[src/rtl/ps2_key_decoder.sv]
// rtl/ps2_key_decoder.sv - PS/2 keyboard receiver that decodes game keys into held levels.
// Frames are 11 bits (start, 8 data LSB first, odd parity, stop) sampled on PS/2 clock falling edges.
module ps2_key_decoder #(
  parameter int TIMEOUT_CYCLES = 50000,
  parameter int SYNC_STAGES    = 2
) (
  input  logic       clk,
  input  logic       resetN,
  input  logic       ps2Clk,
  input  logic       ps2Data,
  output logic       leftArrowPressed,
  output logic       rightArrowPressed,
  output logic       enterKeyPressed,
  output logic       spaceKeyPressed,
  output logic       newCode,
  output logic [7:0] scanCode,
  output logic       frameError
);

  localparam int CW = (TIMEOUT_CYCLES > 2) ? $clog2(TIMEOUT_CYCLES) : 1;
  localparam logic [CW-1:0] TO_LAST = CW'(TIMEOUT_CYCLES - 1);

  typedef enum logic [1:0] {IDLE, DATA, PARITY, STOP} state_t;

  state_t                 state_q, state_d;
  logic [SYNC_STAGES-1:0] clk_sync_q, clk_sync_d;
  logic [SYNC_STAGES-1:0] data_sync_q, data_sync_d;
  logic                   clk_prev_q, clk_prev_d;
  logic [2:0]             bit_cnt_q, bit_cnt_d;
  logic [7:0]             shift_q, shift_d;
  logic                   parity_q, parity_d;
  logic [CW-1:0]          cnt_q, cnt_d;
  logic                   ext_q, ext_d;
  logic                   brk_q, brk_d;
  logic                   left_q, left_d;
  logic                   right_q, right_d;
  logic                   enter_q, enter_d;
  logic                   space_q, space_d;
  logic                   new_code_q, new_code_d;
  logic [7:0]             scan_q, scan_d;
  logic                   frame_error_q, frame_error_d;

  logic clk_s, data_s, fall;
  assign clk_s  = clk_sync_q[SYNC_STAGES-1];
  assign data_s = data_sync_q[SYNC_STAGES-1];
  assign fall   = clk_prev_q & ~clk_s;

  always_comb begin
    state_d       = state_q;
    clk_sync_d    = {clk_sync_q[SYNC_STAGES-2:0], ps2Clk};
    data_sync_d   = {data_sync_q[SYNC_STAGES-2:0], ps2Data};
    clk_prev_d    = clk_s;
    bit_cnt_d     = bit_cnt_q;
    shift_d       = shift_q;
    parity_d      = parity_q;
    cnt_d         = cnt_q;
    ext_d         = ext_q;
    brk_d         = brk_q;
    left_d        = left_q;
    right_d       = right_q;
    enter_d       = enter_q;
    space_d       = space_q;
    new_code_d    = 1'b0;
    scan_d        = scan_q;
    frame_error_d = 1'b0;

    if (fall) begin
      cnt_d = '0;
    end else if (state_q != IDLE) begin
      cnt_d = cnt_q + 1'b1;
    end

    case (state_q)
      IDLE: begin
        if (fall) begin
          if (!data_s) begin
            state_d   = DATA;
            bit_cnt_d = 3'd0;
          end else begin
            frame_error_d = 1'b1;
          end
        end
      end
      DATA: begin
        if (fall) begin
          shift_d   = {data_s, shift_q[7:1]};
          bit_cnt_d = bit_cnt_q + 1'b1;
          if (bit_cnt_q == 3'd7) state_d = PARITY;
        end
      end
      PARITY: begin
        if (fall) begin
          parity_d = data_s;
          state_d  = STOP;
        end
      end
      STOP: begin
        if (fall) begin
          state_d = IDLE;
          if (data_s && (^{shift_q, parity_q})) begin
            new_code_d = 1'b1;
            scan_d     = shift_q;
            if (shift_q == 8'hE0) begin
              ext_d = 1'b1;
            end else if (shift_q == 8'hF0) begin
              brk_d = 1'b1;
            end else begin
              if (shift_q == 8'h5A)               enter_d = !brk_q;
              else if (ext_q  && shift_q == 8'h6B) left_d  = !brk_q;
              else if (ext_q  && shift_q == 8'h74) right_d = !brk_q;
              else if (!ext_q && shift_q == 8'h29) space_d = !brk_q;
              ext_d = 1'b0;
              brk_d = 1'b0;
            end
          end else begin
            frame_error_d = 1'b1;
          end
        end
      end
      default: state_d = IDLE;
    endcase

    // A stalled frame is abandoned and any half-received prefix forgotten.
    if (!fall && state_q != IDLE && cnt_q == TO_LAST) begin
      state_d       = IDLE;
      cnt_d         = '0;
      frame_error_d = 1'b1;
      ext_d         = 1'b0;
      brk_d         = 1'b0;
    end
  end

  always_ff @(posedge clk or negedge resetN) begin
    if (!resetN) begin
      state_q       <= IDLE;
      clk_sync_q    <= '1;
      data_sync_q   <= '1;
      clk_prev_q    <= 1'b1;
      bit_cnt_q     <= 3'd0;
      shift_q       <= 8'h00;
      parity_q      <= 1'b0;
      cnt_q         <= '0;
      ext_q         <= 1'b0;
      brk_q         <= 1'b0;
      left_q        <= 1'b0;
      right_q       <= 1'b0;
      enter_q       <= 1'b0;
      space_q       <= 1'b0;
      new_code_q    <= 1'b0;
      scan_q        <= 8'h00;
      frame_error_q <= 1'b0;
    end else begin
      state_q       <= state_d;
      clk_sync_q    <= clk_sync_d;
      data_sync_q   <= data_sync_d;
      clk_prev_q    <= clk_prev_d;
      bit_cnt_q     <= bit_cnt_d;
      shift_q       <= shift_d;
      parity_q      <= parity_d;
      cnt_q         <= cnt_d;
      ext_q         <= ext_d;
      brk_q         <= brk_d;
      left_q        <= left_d;
      right_q       <= right_d;
      enter_q       <= enter_d;
      space_q       <= space_d;
      new_code_q    <= new_code_d;
      scan_q        <= scan_d;
      frame_error_q <= frame_error_d;
    end
  end

  assign leftArrowPressed  = left_q;
  assign rightArrowPressed = right_q;
  assign enterKeyPressed   = enter_q;
  assign spaceKeyPressed   = space_q;
  assign newCode           = new_code_q;
  assign scanCode          = scan_q;
  assign frameError        = frame_error_q;

endmodule

[config.mk]
export PLATFORM = sky130hd
export DESIGN_NAME = ps2_key_decoder
export DESIGN_NICKNAME = d
export VERILOG_FILES = /design/src/rtl/ps2_key_decoder.sv
export SDC_FILE = /design/constraint.sdc
export NUM_CORES = 1
export LEC_CHECK = 0
export BUFFER_PORTS_ARGS = -buffer_cell sky130_fd_sc_hd__clkbuf_2
export CAP_MARGIN = 20
export CORE_ASPECT_RATIO = 1.25
export CORE_MARGIN = 1.5
export CORE_UTILIZATION = 48
export CTS_CLUSTER_SIZE = 20
export DETAILED_ROUTE_END_ITERATION = 8
export GPL_TIMING_DRIVEN = 0
export MAX_ROUTING_LAYER = met4
export PLACE_DENSITY = 0.68
export SKIP_LAST_GASP = 1
export SYNTH_ARGS = -nofsm -noshare
export SYNTH_HDL_FRONTEND = slang
export SYNTH_SLANG_ARGS = --single-unit
[constraint.sdc]
create_clock -name clk -period 2 [get_ports clk]
set_input_delay 0.3 -clock clk [delete_from_list [all_inputs] [get_ports clk]]
set_output_delay 0.3 -clock clk [all_outputs]
set_load 0.05 [all_outputs]
* Yosys cells after proc, flatten, opt, wreduce, memory -nomap -nowiden
Cells that the tools add are included.
** Storage, ports and cells
- Bits in registers :: 51
- RAM bits :: 0
- Output and inout port bits :: 14
- Bits in latches :: 0
- Input port bits :: 4
- Memories :: 0
- Word-level logic and storage cells :: 112
- Memory bits (read-only) :: 0
** Cells by class
- Equal/unequal tests :: 22
- Bitwise operators :: 7
- Add/subtract/negate cells :: 2
- Shift operators :: 0
- Div/mod/pow operators :: 0
- Magnitude comparators :: 0
- $mul :: 0
- Muxes and demuxes :: 36
- Reduce and logical (&&, ||, !) cells :: 28
** Operators by type and width (count)
- two-way mux 16 bit :: 3
- equality test 8 x 7 -> 1 bit (second input constant) :: 3
- two-way mux 1 bit :: 20
- != test 3 bit (second input constant) :: 6
- adder 16 x 1 -> 16 bit (second input constant) :: 1
- equality test 16 bit (second input constant) :: 1
- equality test 8 bit (second input constant) :: 2
- two-way mux 2 bit :: 7
- AND reduction 4 bit :: 3
- AND reduction 6 bit :: 2
- nonzero test 2 bit :: 5
- two-way mux 3 bit :: 3
- AND reduction 9 bit :: 1
- XOR reduction 9 bit :: 1
- equality test 8 x 6 -> 1 bit (second input constant) :: 1
- case mux 2 bit (4 select lines) :: 1
- AND reduction 8 bit :: 1
- AND reduction 7 bit :: 1
- logical AND 1 bit :: 6
- != test 2 bit (second input constant) :: 3
- inverter 1 bit :: 6
- case mux 3 bit (2 select lines) :: 1
- equality test 2 bit (second input constant) :: 2
- AND reduction 2 bit :: 2
- other kinds (11) :: 13

* Depth between registers and ports, before layout
- Depth in word-level cells :: 7
- Depth in mapped cells :: 7
- Gate-level depth less buffers :: 7

* Least setup slack after synthesis
OpenSTA, ideal clock, no wires.
- Path kind :: register to register
- From :: register cnt_q[4]
- To :: register cnt_q[15]
- Path buffers :: 1
- Required time :: 1864 ps
- Period minus slack after synthesis :: 2019 ps
- Slack :: -19 ps
- Cell stages (with the launch flop) :: 7
- Library setup time :: 136 ps
- Data arrival time :: 1883 ps
- Cell sequence :: dfrtp_1 > buf_2 > or4_4 > or4_4 > a21boi_0 > o21ai_1 > a21oi_1
** On the way
- Longest elaborated chain between the ends :: 4
- Elaborated cells between the ends (all ways) :: 7
- Classes of those cells :: 1 x add/sub; 1 x eq/ne; 3 x mux; 2 x reduce/logical
** Ends and longest elaborated chain
- start: declaration :: RTL line 32 : logic [CW-1:0] cnt_q, cnt_d;
- start signal: assignment :: RTL line 160 : cnt_q <= cnt_d;
- adder 16 x 1 -> 16 bit :: RTL line 70 : cnt_d = cnt_q + 1'b1;
- two-way mux 16 bit :: RTL line 69 : end else if (state_q != IDLE) begin
- two-way mux 16 bit :: RTL line 67 : if (fall) begin
- two-way mux 16 bit :: RTL line 124 : if (!fall && state_q != IDLE && cnt_q == TO_LAST) begin
Parallel ways exist; a longest one is shown, timed or not. The select of a mux whose other input is x is not followed.
A chain may end at the register's enable or synchronous reset.

* Worst setup path after layout
- From :: register cnt_q[11]
- To :: register brk_q
** On the way
- Longest elaborated chain between the ends :: 4
- Elaborated cells between the ends (all ways) :: 8
- Classes of those cells :: 2 x eq/ne; 1 x mux; 5 x reduce/logical
** Ends and longest elaborated chain
- equality test 16 bit * :: RTL line 124
- logical AND 1 bit * :: RTL line 124
- != test 2 x 1 -> 1 bit (no line) / nonzero test 2 bit (equally long branches)
- AND reduction 4 bit (no line)
- end signal: assignment :: RTL line 162 : brk_q <= brk_d;
- end: declaration :: RTL line 34 : logic brk_q, brk_d;
Every way passes the cells marked *; elsewhere a longest branch is shown, timed or not.

==> impl_results.md <==
* Status: finished with violations
* Violated checks: negative setup slack
* Vias in the first global route at 1,764
* Slew margin rel. at 70.4%
* Final nets at 268
* CTS tree: yes
* Placed Cells at 300
* Synth top area cells: dfrtp_1, mux2_2, dfstp_2
* Critical path arrival at 2.22 ns
* Main synth FF type: dfrtp_1
* Number of diodes at 0
* CP max-delay cell: or4_4
* Clock sinks at 51
* Row count at 29
* Post-synth EDFFs at 0
* Fin worst setup slack at -0.0428 ns
* Most frequent cells after synthesis: dfrtp_1, nor2_1, mux2_2, nand2_1, nand3_1
* GR peak layer: met2
* GP Congestion at 0.783
* Antenna violations before repair at 0
* Drt wl/cell at 14.7 um
* # DRC at 0
* Total negative setup slack at -0.0947 ns
* Hold Path Class: in -> reg
* Via count at 1,738
* Share of the synthesized area in the top cell type at 46.0%
* Power per cell area at 1200 nW/um^2
* Xor and xnor area share after synthesis at 7.10%
* HPWL after detailed placement at 3190 um
* Fmax at 490 MHz
* Post-synthesis net count at 231
* Initial Util at 49.6%
* Maximum capacitance violations at 0
* Critical path, cell by cell: or4b_4 -> or4_4 -> nor2_4 -> a21oi_4 -> nor2b_4
* Finished Layout Cells at 320
* Max stage delay on crit path at 0.60 ns
* Distinct cell type count after synthesis at 45
* Actual slew at the worst max-slew pin at 0.441 ns
* H-tree depth at 2
* Share of cells above drive strength 1 at 33.7%
* Post-Synthesis Cells at 220
* Die Area at 5660 um^2
* Routed wire length at 4720 um
* Post-layout minimum cycle time at 2.04 ns
* Maximum VDD drop at 734 uV
* Number of port buffers at 17
* Synth async-reset ratio at 100%
* Clock-pin slew of the registers on the worst-case setup and hold paths at 0.09 ns
* Mapped Area at 2500 um^2
* M1 GR Usage at 23.8%
* Drt via density at 5.43
* Core area at 5040 um^2
* Die Span X at 67.6 um
* WP data required at 2.18 ns
* Clk buf depth at 2
* Die height at 83.7 um
* Yosys reg bits at 51
* Post-Syn Area per Cell at 11.4 um^2
* Critical Path Fanout Max at 4
* Most common cell in the netlist: dfrtp_1
* Skew final at 0.0108 ns
* Tot Pwr at 3.57 mW
* Final setup vio count at 6
* CTS Root Buffer Type: clkbuf_8
* Iter 0 DRT Violations at 61
* Kind of critical path: reg -> reg
* GR Util met3 at 3.78%
* Seq/Total Area, Yosys at 51.2%
* Endpoint kind of the worst setup timing path: flop
* Startpoint Class: flop
* Met2 GRT Util at 30.7%
* RSZ-0062 raised after global routing: true
* Tot GR Track Use at 19.3%
* Router iterations before antenna repair at 4
* Final Cycle Share at 102%
* Post-synthesis mux area share at 11.0%
* Fin. Hold Viols at 0
* GRT overflow at 0
* Largest net degree at the start of global routing at 37
* Post-synthesis compound-gate area fraction at 6.30%
* Area delta synth->final at 18.4%
* CP delay by family, top: simple AND/OR/NAND/NOR gates
* Routed Antenna Nets at 0
* Worst skew pair latency at 0.30 ns
* FF-to-FF setup slack at -0.04 ns
* CP bufs+invs at 0
* Post-synthesis simple-gate area fraction at 17.7%
* Pleak at 1.40 nW
* Cell taking the most area after synthesis: dfrtp_1
* Largest family of logic cells by synthesized area: simple AND/OR/NAND/NOR gates
* Synth Area in Adders at 3.50%
* Pre-CTS setup slack at -0.105 ns
* First-pass GRT wire length at 8110 um
* Ports at 18
* Cts bufs inserted at 5
* Hold Slack at 0.0848 ns
* Max-slew violation count at 0
* YS warnings at 0
-- flip-flops by register name (all words and copies together), names as in the netlist --
register	count
shift_q	8
state_q	2
leftArrowPressed	1
clk_sync_q	2
ext_q	1
bit_cnt_q	3
newCode	1
frameError	1
brk_q	1
cnt_q	16
enterKeyPressed	1
parity_q	1
scanCode	8
clk_prev_q	1
rightArrowPressed	1
data_sync_q	2
spaceKeyPressed	1
-- per-layer routing --
metal | wire length [um] | vias to the layer above
met1 | 2080 | 869
met2 | 2450 | 19
met3 | 103 | 6
met4 | 87 | 0
met5 | 0 | -
li1 | - | 844
-- layout make-up --
cell class | count | area, um^2
multi-input combinational | 152 | 1190
sequential | 51 | 1290
clock buffer | 8 | 80.1
buffer | 5 | 47.5
fill | 419 | 2080
tap | 62 | 77.6
inverter | 9 | 33.8
timing repair buffer | 33 | 240
-- path summary, 6_finish.rpt --
| kind | from | endpoint | cells after the start |
|---|---|---|---|
| max in group asynchronous | resetN | data_sync_q[0] | 3 |
| hold / removal | ps2Data | data_sync_q[0] | 1 |
| hold reg to reg | clk_sync_q[0] | clk_sync_q[1] | 0 |
| setup reg to reg | cnt_q[11] | brk_q | 5 |
| min in group asynchronous | resetN | scanCode[4] | 2 |
| setup / recovery | cnt_q[11] | brk_q | 5 |
-- power by group --
part / internal, mW / total [mW] / switching [mW]
Sequential: 1.26 / 1.50 / 0.246
Combinational: 0.805 / 1.51 / 0.704
Clock: 0.249 / 0.556 / 0.307
Total: 2.31 / 3.57 / 1.26
-- logic make-up (layout without fill, tap and decap cells) --
family	Yosys count	in the layout
AND/OR/NAND/NOR	81	81
flip-flops	51	51
AO/OA/AOI/OAI	24	24
multiplexers	23	23
XOR/XNOR	17	17
buffers and inverters	17	55
adder cells (fa/ha/maj)	7	7
-- cell usage in the layout (no fill, tap or decap), drive strengths merged, types with 5 or more instances in the layout --
cell    synthesis  final
dfstp           5      5
nor3            5      5
nor2           20     20
clkbuf          3     27
nand2          13     13
buf             5     18
nand4           7      7
inv             9      9
mux2i           5      5
nand3          10     10
ha              7      7
o21ai           6      6
mux2           18     18
dfrtp          46     46
a21oi           7      7
xnor2           7      7
xor2            8      8
-- repair_timing --
action,4_1_cts,5_1_grt
buffers inserted,8,5
hold buffers,1,0
pin swaps,3,6
hold endpoints to repair,14,0
gates resized for setup,12,16
setup endpoints to repair,25,28
gates cloned,1,0
-- through the flow --
step	instance area, um^2	util (%)
CTS	2890	57.4
finish	2960	58.8
detailed placement	2690	53.2
global placement	2670	52.8
floorplan	2500	-
global route	2960	58.8
(Power assumes the default switching activity.)
